===== src/rtl/pl_run_controller_if.sv =====
// Write-back observation bundle: retirement, PC and hazard-unit activity
// presented by the CPU pipeline to the run controller.
interface pl_run_controller_if #(
  parameter int ADDR_W = 32
);
  logic              wb_valid;
  logic [ADDR_W-1:0] wb_pc;
  logic              stall;
  logic              flush;

  modport master (
    output wb_valid, wb_pc, stall, flush
  );

  modport slave (
    input wb_valid, wb_pc, stall, flush
  );
endinterface


===== src/rtl/pl_run_controller.sv =====
// Run controller: sequences CPU reset, detects end/timeout/hang
// from write-back and keeps saturating run statistics.
module pl_run_controller #(
  parameter int                ADDR_W       = 32,
  parameter logic [ADDR_W-1:0] END_ADDR     = 'h34,
  parameter int                RST_CYCLES   = 2,
  parameter int                DRAIN_CYCLES = 4,
  parameter int                MAX_CYCLES   = 4096,
  parameter int                HANG_CYCLES  = 64,
  parameter int                CNT_W        = 32
) (
  input  logic               clk,
  input  logic               rst,
  input  logic               start,
  pl_run_controller_if.slave wb,
  output logic               cpu_rst,
  output logic               running,
  output logic               done,
  output logic [1:0]         status,
  output logic [CNT_W-1:0]   cycle_cnt,
  output logic [CNT_W-1:0]   retired_cnt,
  output logic [CNT_W-1:0]   stall_cnt,
  output logic [CNT_W-1:0]   flush_cnt
);

  localparam int RW = $clog2(RST_CYCLES + 1);
  localparam int DW = $clog2(DRAIN_CYCLES + 2);
  localparam int HW = $clog2(HANG_CYCLES + 1);

  localparam logic [1:0] ST_NONE = 2'd0;
  localparam logic [1:0] ST_PASS = 2'd1;
  localparam logic [1:0] ST_TMO  = 2'd2;
  localparam logic [1:0] ST_HANG = 2'd3;

  typedef enum logic [2:0] {
    S_IDLE,
    S_RST_HOLD,
    S_RUN,
    S_DRAIN,
    S_DONE
  } state_t;

  state_t         state;
  logic [RW-1:0]  rst_cnt;
  logic [DW-1:0]  drain_cnt;
  logic [HW-1:0]  idle_cnt;

  logic [CNT_W-1:0] cyc_nx, ret_nx, stl_nx, fls_nx;
  logic [HW-1:0]    idle_nx;
  logic             hit_end, hit_hang, hit_max;

  function automatic logic [CNT_W-1:0] sat_inc(
    input logic [CNT_W-1:0] v,
    input logic             inc
  );
    return (inc && !(&v)) ? v + 1'b1 : v;
  endfunction

  always_comb begin
    cyc_nx   = sat_inc(cycle_cnt, 1'b1);
    ret_nx   = sat_inc(retired_cnt, wb.wb_valid);
    stl_nx   = sat_inc(stall_cnt, wb.stall);
    fls_nx   = sat_inc(flush_cnt, wb.flush);
    idle_nx  = wb.wb_valid ? '0 : idle_cnt + 1'b1;
    hit_end  = wb.wb_valid && (wb.wb_pc == END_ADDR);
    hit_hang = idle_nx >= HW'(HANG_CYCLES);
    hit_max  = cyc_nx >= CNT_W'(MAX_CYCLES);
  end

  always_ff @(posedge clk) begin
    if (!rst) begin
      state       <= S_IDLE;
      cpu_rst     <= 1'b1;
      running     <= 1'b0;
      done        <= 1'b0;
      status      <= ST_NONE;
      rst_cnt     <= '0;
      drain_cnt   <= '0;
      idle_cnt    <= '0;
      cycle_cnt   <= '0;
      retired_cnt <= '0;
      stall_cnt   <= '0;
      flush_cnt   <= '0;
    end else begin
      unique case (state)
        S_IDLE, S_DONE: begin
          if (start) begin
            state       <= S_RST_HOLD;
            cpu_rst     <= 1'b1;
            done        <= 1'b0;
            status      <= ST_NONE;
            rst_cnt     <= '0;
            cycle_cnt   <= '0;
            retired_cnt <= '0;
            stall_cnt   <= '0;
            flush_cnt   <= '0;
          end
        end
        S_RST_HOLD: begin
          if (rst_cnt == RW'(RST_CYCLES - 1)) begin
            state    <= S_RUN;
            cpu_rst  <= 1'b0;
            running  <= 1'b1;
            idle_cnt <= '0;
          end else begin
            rst_cnt <= rst_cnt + 1'b1;
          end
        end
        S_RUN: begin
          cycle_cnt   <= cyc_nx;
          retired_cnt <= ret_nx;
          stall_cnt   <= stl_nx;
          flush_cnt   <= fls_nx;
          idle_cnt    <= idle_nx;
          // End-of-program wins over a hang or budget expiry in the same cycle
          if (hit_end) begin
            status    <= ST_PASS;
            drain_cnt <= '0;
            if (DRAIN_CYCLES == 0) begin
              state   <= S_DONE;
              cpu_rst <= 1'b1;
              running <= 1'b0;
              done    <= 1'b1;
            end else begin
              state <= S_DRAIN;
            end
          end else if (hit_hang || hit_max) begin
            status  <= hit_hang ? ST_HANG : ST_TMO;
            state   <= S_DONE;
            cpu_rst <= 1'b1;
            running <= 1'b0;
            done    <= 1'b1;
          end
        end
        S_DRAIN: begin
          cycle_cnt   <= cyc_nx;
          retired_cnt <= ret_nx;
          stall_cnt   <= stl_nx;
          flush_cnt   <= fls_nx;
          if (drain_cnt == DW'(DRAIN_CYCLES - 1)) begin
            state   <= S_DONE;
            cpu_rst <= 1'b1;
            running <= 1'b0;
            done    <= 1'b1;
          end else begin
            drain_cnt <= drain_cnt + 1'b1;
          end
        end
        default: state <= S_IDLE;
      endcase
    end
  end

endmodule


===== src/flat_wrapper.sv =====
// flat-port wrapper written by rule: the top's interface ports become plain ports
module pl_run_controller_flat 
#(
  parameter int                ADDR_W       = 32,
  parameter logic [ADDR_W-1:0] END_ADDR     = 'h34,
  parameter int                RST_CYCLES   = 2,
  parameter int                DRAIN_CYCLES = 4,
  parameter int                MAX_CYCLES   = 4096,
  parameter int                HANG_CYCLES  = 64,
  parameter int                CNT_W        = 32
)
  (clk, rst, start, cpu_rst, running, done, status, cycle_cnt, retired_cnt, stall_cnt, flush_cnt, wb_wb_valid, wb_wb_pc, wb_stall, wb_flush);
  pl_run_controller_if #(.ADDR_W(ADDR_W)) wb_i ();
  input  logic clk;
  input  logic rst;
  input  logic start;
  output logic cpu_rst;
  output logic running;
  output logic done;
  output logic [1:0] status;
  output logic [CNT_W-1:0] cycle_cnt;
  output logic [CNT_W-1:0] retired_cnt;
  output logic [CNT_W-1:0] stall_cnt;
  output logic [CNT_W-1:0] flush_cnt;
  input wire logic [$bits(wb_i.wb_valid)-1:0] wb_wb_valid;
  input wire logic [$bits(wb_i.wb_pc)-1:0] wb_wb_pc;
  input wire logic [$bits(wb_i.stall)-1:0] wb_stall;
  input wire logic [$bits(wb_i.flush)-1:0] wb_flush;
  assign wb_i.wb_valid = wb_wb_valid;
  assign wb_i.wb_pc = wb_wb_pc;
  assign wb_i.stall = wb_stall;
  assign wb_i.flush = wb_flush;
  pl_run_controller #(.ADDR_W(ADDR_W), .END_ADDR(END_ADDR), .RST_CYCLES(RST_CYCLES), .DRAIN_CYCLES(DRAIN_CYCLES), .MAX_CYCLES(MAX_CYCLES), .HANG_CYCLES(HANG_CYCLES), .CNT_W(CNT_W)) u_core (.clk(clk), .rst(rst), .start(start), .wb(wb_i), .cpu_rst(cpu_rst), .running(running), .done(done), .status(status), .cycle_cnt(cycle_cnt), .retired_cnt(retired_cnt), .stall_cnt(stall_cnt), .flush_cnt(flush_cnt));
endmodule

===== config.mk =====
export PLATFORM = sky130hd
export DESIGN_NAME = pl_run_controller_flat
export DESIGN_NICKNAME = d
export VERILOG_FILES = /design/src/rtl/pl_run_controller_if.sv /design/src/rtl/pl_run_controller.sv /design/src/flat_wrapper.sv
export SDC_FILE = /design/constraint.sdc
export NUM_CORES = 1
export LEC_CHECK = 0
export ABC_AREA = 1
export CAP_MARGIN = 20
export CORE_ASPECT_RATIO = 0.5
export CORE_UTILIZATION = 49
export CTS_CLUSTER_SIZE = 24
export DETAILED_ROUTE_END_ITERATION = 6
export PLACE_DENSITY = 0.88
export SKIP_LAST_GASP = 1
export SYNTH_ARGS = -nofsm -noshare
export SYNTH_HDL_FRONTEND = slang
export SYNTH_SLANG_ARGS = --single-unit

===== constraint.sdc =====
create_clock -name clk -period 2.9 [get_ports clk]
set_clock_uncertainty 0.05 [all_clocks]
set_input_delay 0.29 -clock clk [delete_from_list [all_inputs] [get_ports clk]]
set_output_delay 0.29 -clock clk [all_outputs]
set_load 0.03 [all_outputs]

==> key figures, run 1 <==
Outcome
  – Result of the run: finished with violations
  – Failing checks: DRC

Pwr
  – Peak ir drop on the vdd network: ~0.00042 V
  – Sequential group share of total power: 36.7%
  – Proportion of total power due to net switching: 37.75%
  – Switching Power: 2.280 mW
  – Power share of the clock group: 36.5%
  – Power share of the combinational group: 26.8%
  – Internal power: 3.759 mW
  – Power density relative to cell area: ~530 nW/um2
  – Leakage: 3.926 nW

CTS
  – Maximum buffer depth of the clock tree: 2
  – Buffer count from post-CTS setup fixing: 0
  – Clock sink total: 148
  – Insertion delay to the later sink of the worst-skew pair: 0.43 ns
  – Post-cts repair resize count: 0
  – Master cell of the clock root buffer: sky130_fd_sc_hd__clkbuf_16
  – Post-CTS clock slew at the launch and capture registers of the worst setup and hold paths: 0.07 ns
  – Clock tree from TritonCTS: yes
  – CTS Hold Bufs: 0
  – H-Tree Level Count: 4
  – Cts bufs inserted: 17

Min path
  – Worst hold path startpoint: u_core.drain_cnt[2]
  – Number of cells traversed by the worst hold path: 2
  – Hold worst-path end: u_core.drain_cnt[2]
  – Worst hold path class: reg2reg

Layout
  – Area added between synthesis and finish: 29.49%
  – Non-filler instance count after layout: 1825
  – Sequential Area: 2963 um2
  – Antenna cells: 0
  – Area occupied by multi-input gates: between 5000 and 6000 um2
  – Final-layout fill cell count: 1566
  – Utilization of the core after routing: 65.24%
  – Fraction of final layout cells with drive strength greater than 1: under 10%
  – Number of nets in the final layout: 1624

Run
  – Number of max-cap violations: 0

Worst setup path
  – Worst-path cell with the longest stage delay: sky130_fd_sc_hd__dfxtp_1
  – Count of buffer and inverter cells on the critical path: 2
  – Stages on worst setup path: 15
  – Cell family with the largest share of critical-path delay: simple AND/OR/NAND/NOR gates
  – Critical path's largest stage delay: 0.50 ns
  – Type of element launching the critical path: flip-flop
  – Element type at the critical path end: flip-flop
  – Cell seen most often among critical-path stages: sky130_fd_sc_hd__nand3_1
  – Required time reported for the critical path endpoint: 3.17 ns
  – Worst reg2reg path startpoint: u_core.cycle_cnt[0]
  – CP max FO: 29
  – FF-to-FF path depth: 15
  – Reg2reg setup slack: 0.31 ns
  – Critical path class: reg2reg
  – Endpoint of the worst register-to-register path: u_core.state[0]
  – Critical Path, Cell by Cell: ha_1 > inv_2 > nor2_4 > nand2_2 > nor2_4 > nand2_1 > buf_4 > nand3_1 > nor2_1 > nand3_1 > nor2_2 > nand3_2 > nand3_1 > nand2_1 > nor2_1
  – Arrival time of data at the critical path endpoint: between 2 and 3 ns

Route
  – First-pass iteration count of the detailed router: 7
  – Routed via count divided by cell count: 5.633
  – Remaining routing DRC violations: 6
  – Total wire length: 29.08 mm
  – Overall via count from detail_route: 10280
  – Number of violations reported at the end of detailed-routing iteration 0: 909
  – Post-route antenna net violation count: 0
  – Avg WL per Cell: approximately 16 um

Timing
  – Minimum clock period after layout: 2.593 ns
  – Max-Slew Margin vs Limit: 45.91%
  – Maximum clock frequency: 385.7 MHz
  – Crit share post-route: just under 90%
  – Setup violations, final: 0
  – Worst hold margin: about 0.43 ns
  – Worst slew pin tran: 0.8114 ns
  – Unrepaired setup endpoints after global routing: no
  – Setup tns final: 0 ns
  – Endpoints failing hold: 0
  – Number of slew-limit violations in the final report: 0

Floorplan
  – Number of I/O pins: 171
  – Row count: 34
  – Horizontal die dimension: 191.4 um
  – DIE AREA: 18510 um2
  – Initial core utilization: 50.39%
  – Die H: 96.70 um
  – Area inside the core boundary: 17440 um2

Yosys
  – Synth warn: 0
  – Count of cell types in the netlist: 37
  – Seq cells post-synth: 148
  – Number of cells produced by synthesis: about 1400
  – Fraction of the yosys area taken by sequential cells: between 30% and 40%
  – Post-Syn Area per Cell: 6.268 um2
  – Syn_nets: 1448
  – Area of the mapped netlist: 8788 um2

Placement
  – Number of cells in the design after placement: 1793
  – HPWL Detailed: 21.68 mm
  – Port-buffer cells: 170
  – RD Place Congestion: 0.9842

Global route
  – Via count of the first global-routing pass: between 9000 and 10000
  – Global routing usage on met2: around 53%
  – Initial antenna violation count: 0
  – Maximum number of pins on one net before global-route repair: 75
  – GR peak layer: met2
  – Wire length of the first global-routing pass: between 40 and 50 mm
  – Global-route congestion overflow total: 0
  – Global-route usage over all layers: 31.95%
  – Met1 track utilization from global routing: 42.47%
  – Met3 global-route usage: 5.116%
## synthesized netlist by cell type, drive strengths merged
master     n  area [um2]
ha         8       100.1
a2bb2oi    3       26.28
nor3b      2       15.01
and2       2       12.51
clkbuf    17       63.81
nand3b     8       60.06
o21a      11       82.58
clkinv     3       11.26
a221oi     2       17.52
nor4      22       137.6
nand4     47       294.0
dfxtp    148        2963
a21oi    130       650.6
nand2    397        1508
o211a      2       20.02
o21ba      1       10.01
a41oi      1       8.760
xnor2     15       131.4
o211ai     7       52.55
buf       19       112.6
xor2      19       166.4
or2        3       18.77
nor2     223       912.1
nand3     81       410.4
o21ai     52       260.3
a211oi     3       22.52
nor3      44       220.2
inv      130       488.0
and3       2       12.51
## registers in the layout, summed over array words and instances (netlist names)
signal / flops
u_core.stall_cnt: 32
u_core.cycle_cnt: 32
u_core.retired_cnt: 32
u_core.done: 1
u_core.cpu_rst: 1
u_core.state: 3
u_core.status: 2
u_core.idle_cnt: 7
u_core.rst_cnt: 2
u_core.drain_cnt: 3
u_core.running: 1
u_core.flush_cnt: 32
## cells by family after synthesis
family | after synthesis | share of synthesized area, %
DFF | 148 | 33.71
xor gates and xnor gates | 34 | 3.388
adders and majority gates | 8 | 1.139
buffers and inverters | 169 | 7.688
AOI/OAI and AO/OA | 212 | 13.10
and+or+nand+nor | 831 | 40.97
## layout by cell type, fill, tap and decap left out, types with 8 or more instances in the layout
master and count:
sky130_fd_sc_hd__dfxtp_1 148, sky130_fd_sc_hd__nand4_1 47, sky130_fd_sc_hd__nor3_1 44, sky130_fd_sc_hd__nor4_1 22, sky130_fd_sc_hd__clkbuf_16 17, sky130_fd_sc_hd__nor2_1 202
sky130_fd_sc_hd__o21a_1 11, sky130_fd_sc_hd__nand2_1 390, sky130_fd_sc_hd__buf_4 23, sky130_fd_sc_hd__inv_1 124, sky130_fd_sc_hd__xnor2_1 15, sky130_fd_sc_hd__o21ai_0 52
sky130_fd_sc_hd__nand3b_1 8, sky130_fd_sc_hd__a21oi_1 130, sky130_fd_sc_hd__nor2_2 14, sky130_fd_sc_hd__ha_1 8, sky130_fd_sc_hd__xor2_1 19, sky130_fd_sc_hd__nand3_1 80
sky130_fd_sc_hd__clkdlybuf4s50_1 170
## worst register-to-register path, delay by kind of cell, from the launching register on
kind	cells	cell delay [ns]
and+or+nand+nor	12	1.30
DFF	1	0.50
adders and majority gates	1	0.33
buffers and inverters	2	0.31
## worst max path at each step
stage,slack [ns],from,end
6_report,0.31,u_core.cycle_cnt[0],u_core.state[0]
3_5_place_dp,0.39,u_core.cycle_cnt[0],u_core.state[0]
3_3_place_gp,0.50,u_core.cycle_cnt[0],u_core.status[0]
4_1_cts,0.36,u_core.cycle_cnt[0],u_core.state[0]
5_1_grt,0.06,u_core.flush_cnt[1],u_core.flush_cnt[31]
2_1_floorplan,0.50,u_core.cycle_cnt[0],u_core.status[0]
## per-layer routing
| metal | vias up | part of all wire, % | wire (um) |
|---|---|---|---|
| li1 | 4978 | - | - |
| met1 | 4761 | 44 | 12710 |
| met2 | 476 | 47 | 13530 |
| met3 | 66 | 7.5 | 2191 |
| met4 | 0 | 2.2 | 650 |
| met5 | - | 0 | 0 |
## cell type report
cell class,count,area share (%)
multi-input combinational,1085,45.37
timing repair buffer,193,16.47
inverter,133,4.387
clock inverter,15,1.429
sequential,148,26.04
tap,234,2.573
clock buffer,17,3.738
## per-stage QoR
| step | area, um2 | setup slack (ns) | total power [mW] |
|---|---|---|---|
| after global placement | 10790 | 0.4960 | 3.796 |
| after CTS | 11380 | 0.3631 | 6.026 |
| after global routing | 11380 | 0.06327 | 6.322 |
| final | 11380 | 0.3074 | 6.039 |
| after detailed placement | 10790 | 0.3891 | 3.832 |
| after floorplan | 8788 | 0.5046 | 3.284 |
## power groups by stage
stage | clock (mW) | sequential (mW) | combinational (mW)
floorplan | 0 | 2.34 | 0.940
global placement | 0 | 2.25 | 1.54
detailed placement | 0 | 2.26 | 1.57
CTS | 2.23 | 2.21 | 1.59
global route | 2.32 | 2.23 | 1.77
finish | 2.20 | 2.22 | 1.62
No activity file was read; power rests on OpenSTA's default activity.
==> run 2: changes to the inputs <==
Settings changed: CORE_UTILIZATION 49 to 48, PLACE_DENSITY 0.88 to 0.9.
Clock period 2.9 ns to 2.1 ns, I/O delays scaled along.
==> key figures, run 2 (synthesis gave the netlist of run 1 again) <==
Outcome
  – Result of the run: finished with violations
  – Failing checks: DRC, setup timing

Run
  – Number of max-cap violations: 0

Floorplan
  – Horizontal die dimension: approximately 190 um
  – Row count: 34
  – Number of I/O pins: 171
  – DIE AREA: 18890 um2
  – Die H: 97.68 um
  – Area inside the core boundary: approximately 18000 um2
  – Initial core utilization: between 40% and 50%

Placement
  – Area after DPL: 11840 um2
  – HPWL Detailed: between 20 and 25 mm
  – RD Place Congestion: 1.033
  – Port-buffer cells: 170
  – Number of cells in the design after placement: 1923

Layout
  – Number of nets in the final layout: 1781
  – Area added between synthesis and finish: 51.00%
  – Area occupied by multi-input gates: 5628 um2
  – Sequential Area: about 3000 um2
  – Fin area: 13270 um2
  – Fraction of final layout cells with drive strength greater than 1: 21.28%
  – Final-layout fill cell count: 1275
  – Non-filler instance count after layout: 1982
  – Commonest non-fill, non-tap cells in the layout: sky130_fd_sc_hd__nand2_1, sky130_fd_sc_hd__nor2_1, sky130_fd_sc_hd__clkdlybuf4s50_1
  – Most common cell after layout, fill and taps aside: sky130_fd_sc_hd__nand2_1
  – Utilization of the core after routing: 75.17%
  – Antenna cells: 0

Global route
  – Wire length of the first global-routing pass: 51.54 mm
  – Global-route congestion overflow total: 0
  – Met1 track utilization from global routing: between 40% and 50%
  – Global-route usage over all layers: approximately 34%
  – Met3 global-route usage: between 6 and 7%
  – Initial antenna violation count: 0
  – Via count of the first global-routing pass: 10690
  – Global routing usage on met2: 57.25%
  – Maximum number of pins on one net before global-route repair: 75
  – GR peak layer: met2

CTS
  – Clock tree from TritonCTS: yes
  – Insertion delay to the later sink of the worst-skew pair: 0.44 ns
  – Master cell of the clock root buffer: sky130_fd_sc_hd__clkbuf_16
  – Cts bufs inserted: 17
  – Post-CTS clock slew at the launch and capture registers of the worst setup and hold paths: 0.07 ns
  – Clock sink total: around 150
  – Maximum buffer depth of the clock tree: 2
  – H-Tree Level Count: 4

Timing
  – Unrepaired setup endpoints after global routing: yes
  – Endpoints failing hold: 0
  – Number of slew-limit violations in the final report: 0
  – Max-Slew Margin vs Limit: 67.44%
  – Worst slew pin tran: 0.4866 ns
  – Minimum clock period after layout: between 2 and 2.5 ns
  – Maximum clock frequency: 446.9 MHz
  – Setup violations, final: 13
  – Final worst-path setup slack: -0.1375 ns
  – Crit share post-route: 106.5%

Pwr
  – Proportion of total power due to net switching: 35.27%
  – Internal power: around 6.1 mW
  – Power share of the combinational group: between 30% and 40%
  – Leakage: approximately 4.9 nW
  – Sequential group share of total power: 32.1%
  – Peak ir drop on the vdd network: 0.0006942 V
  – Switching Power: around 3.3 mW
  – Final Power: around 9.5 mW
  – Power density relative to cell area: 715.4 nW/um2
  – Power share of the clock group: between 30% and 40%

Route
  – Remaining routing DRC violations: 7
  – Routed via count divided by cell count: 5.782
  – Post-route antenna net violation count: 0
  – Total wire length: approximately 34 mm
  – Avg WL per Cell: 17.26 um
  – First-pass iteration count of the detailed router: 7
  – Number of violations reported at the end of detailed-routing iteration 0: roughly 1100
  – Overall via count from detail_route: 11460

Min path
  – Worst hold path class: reg2reg

Worst setup path
  – Critical path class: reg2reg
  – Element type at the critical path end: flip-flop
  – CP max FO: 8
  – Required time reported for the critical path endpoint: 2.38 ns
  – Type of element launching the critical path: flip-flop
  – Arrival time of data at the critical path endpoint: 2.52 ns
[run 2: stage by stage]
stage	setup TNS (ns)	setup slack [ns]	hold slack, ns
global route	-4.215	-0.2665	0.4382
floorplan	0	0.006048	0.2984
detailed placement	-0.6451	-0.1026	0.4085
global placement	-0.1752	-0.04380	0.3949
finish	-0.8860	-0.1375	0.4070
CTS	-0.002059	-0.002059	0.4250
[run 2: final timing paths]
kind / slack, ns / endpoint / startpoint / cells after the start
worst max register to register: -0.14 / u_core.state[2] / u_core.cycle_cnt[1] / 13
worst max-delay path: -0.14 / u_core.state[2] / u_core.cycle_cnt[1] / 13
worst min register to register: 0.41 / u_core.flush_cnt[15] / u_core.flush_cnt[15] / 1
worst min-delay path: 0.41 / u_core.flush_cnt[15] / u_core.flush_cnt[15] / 1
[run 2: worst max-delay path, cell delays in order (launching register included)]
cell and delay [ns]:
sky130_fd_sc_hd__dfxtp_4 0.37, sky130_fd_sc_hd__buf_4 0.13, sky130_fd_sc_hd__nand2_2 0.09, sky130_fd_sc_hd__nor2_4 0.18
sky130_fd_sc_hd__nand2_2 0.11, sky130_fd_sc_hd__nor2_4 0.17, sky130_fd_sc_hd__xnor2_1 0.17, sky130_fd_sc_hd__nand2_1 0.11
sky130_fd_sc_hd__nor2_1 0.10, sky130_fd_sc_hd__nand3_1 0.09, sky130_fd_sc_hd__nor2_2 0.16, sky130_fd_sc_hd__nand3_4 0.17
sky130_fd_sc_hd__a21oi_2 0.18, sky130_fd_sc_hd__nor2_1 0.05
[run 2: metal layers]
metal | share of wire, % | wire length [um]
met1 | 39 | 13290
met2 | 48 | 16410
met3 | 9.8 | 3343
met4 | 3.4 | 1167
met5 | 0 | 0
[run 2: power groups by stage]
stage          Sequential [mW]  Clock, mW  Combinational [mW]
6_report                  3.05       3.56                2.89
5_1_grt                   3.06       3.68                3.07
4_1_cts                   3.04       3.54                2.56
3_5_place_dp              3.09          0                2.51
3_3_place_gp              3.08          0                2.44
2_1_floorplan             3.25          0                1.30
[run 2: layout make-up]
type,count,area share (%)
multi-input combinational,1085,42.41
timing repair buffer,350,23.84
sequential,148,22.61
inverter,133,3.875
clock buffer,19,3.413
tap,234,2.206
clock inverter,13,1.650
[run 2: what timing repair did]
action                                  in CTS  in global routing
hold buffers                                 0                  0
pin swaps                                    8                 36
gates cloned                                 1                  1
endpoints found under the setup margin      14                 84
resized for setup                           24                134
buffers inserted                             4                 21
==> run 3: changes to the inputs <==
Settings changed: PLACE_DENSITY 0.9 to 0.81.
==> key figures, run 3 (synthesis gave the netlist of run 1 again) <==
Outcome
  – Result of the run: finished with violations
  – Failing checks: DRC, setup timing

CTS
  – Clock sink total: 148
  – Maximum buffer depth of the clock tree: 2
  – H-Tree Level Count: 4
  – Master cell of the clock root buffer: sky130_fd_sc_hd__clkbuf_16
  – Cts bufs inserted: 17
  – Insertion delay to the later sink of the worst-skew pair: 0.44 ns
  – Clock tree from TritonCTS: yes
  – Post-CTS clock slew at the launch and capture registers of the worst setup and hold paths: about 0.070 ns
  – CTS Hold Bufs: 0

Global route
  – Via count of the first global-routing pass: 10520
  – Global-route usage over all layers: 32.84%
  – Maximum number of pins on one net before global-route repair: 75
  – Wire length of the first global-routing pass: 50.41 mm
  – Global-route congestion overflow total: 0
  – Initial antenna violation count: 0

Worst setup path
  – Element type at the critical path end: flip-flop
  – Type of element launching the critical path: flip-flop
  – Arrival time of data at the critical path endpoint: 2.56 ns
  – Critical path class: reg2reg
  – CP max FO: 8
  – Worst-path cell with the longest stage delay: sky130_fd_sc_hd__dfxtp_4
  – Required time reported for the critical path endpoint: 2.43 ns
  – Cell seen most often among critical-path stages: sky130_fd_sc_hd__nand2_1
  – Critical path's largest stage delay: 0.36 ns
  – Critical Path, Cell by Cell: buf_4 > nand2_2 > nor2_4 > nand2_2 > nor2_4 > nand2_1 > nand2_1 > nand3_2 > nor2_1 > nand3_1 > nor2_2 > nand3_4 > nand3_1 > nand2_1 > nor2_1

Layout
  – Number of nets in the final layout: between 1500 and 2000
  – Commonest non-fill, non-tap cells in the layout: sky130_fd_sc_hd__nand2_1, sky130_fd_sc_hd__buf_4, sky130_fd_sc_hd__clkdlybuf4s50_1
  – Antenna cells: 0
  – Fin area: ~13000 um2
  – Area added between synthesis and finish: 49.25%
  – Final-layout fill cell count: 1380
  – Most common cell after layout, fill and taps aside: sky130_fd_sc_hd__nand2_1
  – Fraction of final layout cells with drive strength greater than 1: 20.46%

Floorplan
  – Number of I/O pins: 171
  – DIE AREA: 18890 um2
  – Initial core utilization: 49.78%
  – Area inside the core boundary: 17650 um2
  – Die H: slightly below 100 um
  – Row count: 34
  – Horizontal die dimension: 193.4 um

Timing
  – Setup violations, final: 7
  – Endpoints failing hold: 0
  – Setup tns final: -0.5590 ns
  – Unrepaired setup endpoints after global routing: yes
  – Crit share post-route: 106.3%
  – Number of slew-limit violations in the final report: 0
  – Worst hold margin: between 0.4 and 0.5 ns
  – Max-Slew Margin vs Limit: 67.56%
  – Minimum clock period after layout: 2.232 ns
  – Final worst-path setup slack: -0.1324 ns
  – Worst slew pin tran: between 0.4 and 0.5 ns
  – Maximum clock frequency: about 450 MHz

Placement
  – Port-buffer cells: 170
  – Dpl ws: -0.1643 ns
  – RD Place Congestion: 1.016
  – HPWL Detailed: 23.05 mm
  – Area after DPL: roughly 12000 um2

Pwr
  – Power density relative to cell area: 690.5 nW/um2
  – Peak ir drop on the vdd network: 0.0006227 V
  – Leakage: slightly below 5 nW
  – Final Power: 9.056 mW

Route
  – Remaining routing DRC violations: 7
  – Post-route antenna net violation count: 0
  – Avg WL per Cell: between 15 and 20 um
  – Total wire length: 32.12 mm
  – Routed via count divided by cell count: 5.560
  – Number of violations reported at the end of detailed-routing iteration 0: between 800 and 900
  – Overall via count from detail_route: about 11000
  – First-pass iteration count of the detailed router: 7

Run
  – Number of max-cap violations: 0

Min path
  – Worst hold path class: reg2reg
run 3: cell types whose count changed in the layout (fill, tap and decap cells not counted), moves of 3 or more:
cell and change:
sky130_fd_sc_hd__nor2_4 -7, sky130_fd_sc_hd__nand3_1 +4, sky130_fd_sc_hd__nand2_1 +9, sky130_fd_sc_hd__nand3_2 -3, sky130_fd_sc_hd__nor2_2 +9, sky130_fd_sc_hd__nand2_4 -3, sky130_fd_sc_hd__dfxtp_1 +4, sky130_fd_sc_hd__nand2_2 -6
sky130_fd_sc_hd__dfxtp_2 -5
run 3: final timing paths:
path,from,endpoint,slack (ns),cells past startpoint
worst min register to register,u_core.done,u_core.done,0.41,2
worst max-delay path,u_core.cycle_cnt[1],u_core.state[2],-0.13,15
worst min-delay path,u_core.done,u_core.done,0.41,2
worst max register to register,u_core.cycle_cnt[1],u_core.state[2],-0.13,15
run 3: metal layers:
metal / global-route usage (%) / up-vias / routed length, um
li1: - / 5300 / -
met1: 40.65 / 5118 / 13450
met2: 56.61 / 505 / 15210
met3: 6.109 / 108 / 2387
met4: 13.05 / 0 / 1071
met5: 0 / - / 0
run 3: cell type report:
type | instances | area [um2] | share of cell area [%]
well taps | 234 | 292.8 | 2.232
inverters | 133 | 506.7 | 3.863
flip-flops and latches | 148 | 2998 | 22.86
clock inverters | 14 | 175.2 | 1.335
clock buffers | 18 | 429.2 | 3.272
repair buffers | 352 | 3183 | 24.27
multi-input cells | 1085 | 5532 | 42.17
run 3: power by group:
group / switching [mW] / total (mW) / leakage [nW] / internal (mW)
clock network: 1.38 / 3.26 / 0.284 / 1.88
logic: 1.79 / 2.75 / 3.39 / 0.959
registers: 0.115 / 3.05 / 1.21 / 2.93
total: 3.28 / 9.06 / 4.88 / 5.78
run 3: worst max-delay path, delay by kind of cell, from the launching register on:
kind / cells / cell delay [ns]
flip-flops: 1 / 0.36
AND/OR/NAND/NOR: 14 / 1.66
buffers and inverters: 1 / 0.11
run 3: metrics by stage:
step	cells	util, %
after global routing	1984	74.29
final	1984	74.29
after CTS	1969	71.83
after detailed placement	1928	67.34
after floorplan	1402	-
after global placement	1928	67.34
run 3: repair_timing:
| item | CTS | global route |
|---|---|---|
| resized for setup | 37 | 92 |
| setup endpoints to repair | 9 | 88 |
| gates cloned | 1 | 1 |
| setup buffers | 8 | 14 |
| pin swaps | 12 | 42 |
==> RTL change: new RTL, settings of run 1 <==
`ADDR_W` is set to 32 in 3 places; all go to 16.
--- a/src/rtl/pl_run_controller_if.sv
+++ b/src/rtl/pl_run_controller_if.sv
@@ -1,7 +1,7 @@
 // Write-back observation bundle: retirement, PC and hazard-unit activity
 // presented by the CPU pipeline to the run controller.
 interface pl_run_controller_if #(
-  parameter int ADDR_W = 32
+  parameter int ADDR_W = 16
 );
   logic              wb_valid;
   logic [ADDR_W-1:0] wb_pc;
--- a/src/rtl/pl_run_controller.sv
+++ b/src/rtl/pl_run_controller.sv
@@ -1,7 +1,7 @@
 // Run controller: sequences CPU reset, detects end/timeout/hang
 // from write-back and keeps saturating run statistics.
 module pl_run_controller #(
-  parameter int                ADDR_W       = 32,
+  parameter int                ADDR_W       = 16,
   parameter logic [ADDR_W-1:0] END_ADDR     = 'h34,
   parameter int                RST_CYCLES   = 2,
   parameter int                DRAIN_CYCLES = 4,
--- a/src/flat_wrapper.sv
+++ b/src/flat_wrapper.sv
@@ -1,7 +1,7 @@
 // flat-port wrapper written by rule: the top's interface ports become plain ports
 module pl_run_controller_flat 
 #(
-  parameter int                ADDR_W       = 32,
+  parameter int                ADDR_W       = 16,
   parameter logic [ADDR_W-1:0] END_ADDR     = 'h34,
   parameter int                RST_CYCLES   = 2,
   parameter int                DRAIN_CYCLES = 4,
Interface: changed (resized wb_wb_pc); port bits go from 171 to 155. The function was not compared with the original's and may differ.
==> RTL change against run 1 <==
  * Final cell count down 4.5%
  * Sequential cell count did not move
  * Routed wire length fell by 9.3%
  * Count of clock-buffer cells in the layout is the same
  * Area after synthesis decreased by 2.8%
  * Highest routed layer unchanged
  * Design area down 3.5%
  * Power down 1.9%
  * Worst setup slack worse by 0.043 ns
==> RTL change: results (changes against run 1) <==
----------------------------------------------------
[Status]
  Result of the run ... completed

[Setup path]
  WP data arrival ... 2.94 ns (+0.08 ns)
  Critical-path maximum fanout ... 10 (-66%)
  Delay of the slowest cell on the worst path ... 0.41 ns (-0.09 ns)
  Critical path endpoint ... u_core.retired_cnt[10]
  Launch instance of the worst register-to-register path ... u_core.retired_cnt[0]

[Power]
  Sw Ratio ... 0.356 (-0.0220)
  Worst IR Drop VDD ... 0.000545 V (+29%)
  Leakage power ... 3.89 nW (-0.94%)

[Drt]
  Routed WL ... 26400 um (-9.3%)
  Router iterations before antenna repair ... 6 (-1)
  Routed met3 length ... 1870 um (-15%)
  Total length of routed met2 wires ... 12600 um (-6.6%)
  Via total after detailed routing ... 9713 (-5.5%)
  Met1 Wirelength ... 11500 um (-9.8%)
  Drt initial violations ... 762 (-16%)

[Final layout]
  Number of flip-flops and latches ... 148 (unchanged)
  Layout buffer count excluding clock buffers ... 173 (-10%)
  Comb_multi_in ... 1014 (-6.5%)
  Inverters ... 149 (+12%)
  Clk cell area share ... 0.0539 (+0.00221)
  Area added between synthesis and finish ... 28.5%
  Nets@finish ... 1533 (-5.6%)

[Timing]
  Worst-case hold slack ... 0.399 ns (-0.0302 ns)
  Transition time at the pin with the least slew margin ... 0.697 ns (-0.114 ns)
  Portion of the clock cycle consumed by the worst path in the final layout ... 0.909 (+0.0148)

[Placed design]
  Gp weighted congestion ... 1.01 (+2.5%)
  Worst Setup Slack post-DPL ... 0.316 ns (-0.0732 ns)
  Cell Area, Placed ... 0.0104 sq mm (-3.8%)

[Min path]
  Worst-case hold path end point ... u_core.done

[Yosys]
  Number of library cell types mapped by synthesis ... 49 (+32%)
  Area contributors post-synth ... sky130_fd_sc_hd__dfxtp_1 (35%), sky130_fd_sc_hd__nand2_1 (16%), sky130_fd_sc_hd__nor2_1 (7.6%)
  Post-Synth Adder-Cell Area ... 0.0117 (+0.000325)
  Part of the Yosys area used for sequential elements ... 0.347 (+0.00963)
  Post-synthesis instance total ... 1342 (-4.3%)
  Share of the synthesized area in compound gates (AO/OA/AOI/OAI) ... 0.136 (+0.00550)
  XOR/XNOR share of the synthesized area ... 0.0267 (-0.00723)

[Global routing]
  Number of global-route vias before repair ... 9119 (-6.0%)
  Met1 GRT Util ... 0.371 (-0.0533)
  Met3 Use GR ... 0.0475 (-0.00368)
  GR Util All Layers ... 0.295 (-0.0247)
  First-pass GRT wire length ... 43300 um (-9.4%)
  Fraction of met2 tracks used by global routing ... 0.520 (-0.00681)

[Floorplanning]
  Area of the die ... 0.0180 sq mm (-2.7%)

----------------------------------------------------
==> RTL change: cell types whose count changed after synthesis, moves of 5 or more <==
cell and change:
sky130_fd_sc_hd__a31oi_1 +5, sky130_fd_sc_hd__inv_1 +14, sky130_fd_sc_hd__nor4_1 -9, sky130_fd_sc_hd__nand4_1 -9
sky130_fd_sc_hd__nor2_1 -33, sky130_fd_sc_hd__a21oi_1 -8, sky130_fd_sc_hd__o21a_1 -5, sky130_fd_sc_hd__nand3_1 -9
sky130_fd_sc_hd__nor2_2 -6, sky130_fd_sc_hd__o21ai_0 -6, sky130_fd_sc_hd__nand2_1 -15, sky130_fd_sc_hd__xnor2_1 -5
==> RTL change: power by group through the flow <==
stage,combinational [W],clock [W],sequential (W)
after global placement,0.00137,0,0.00224
after CTS,0.00144,0.00227,0.00220
after detailed placement,0.00142,0,0.00225
after floorplan,0.000878,0,0.00232
after global routing,0.00160,0.00237,0.00221
final,0.00147,0.00226,0.00220
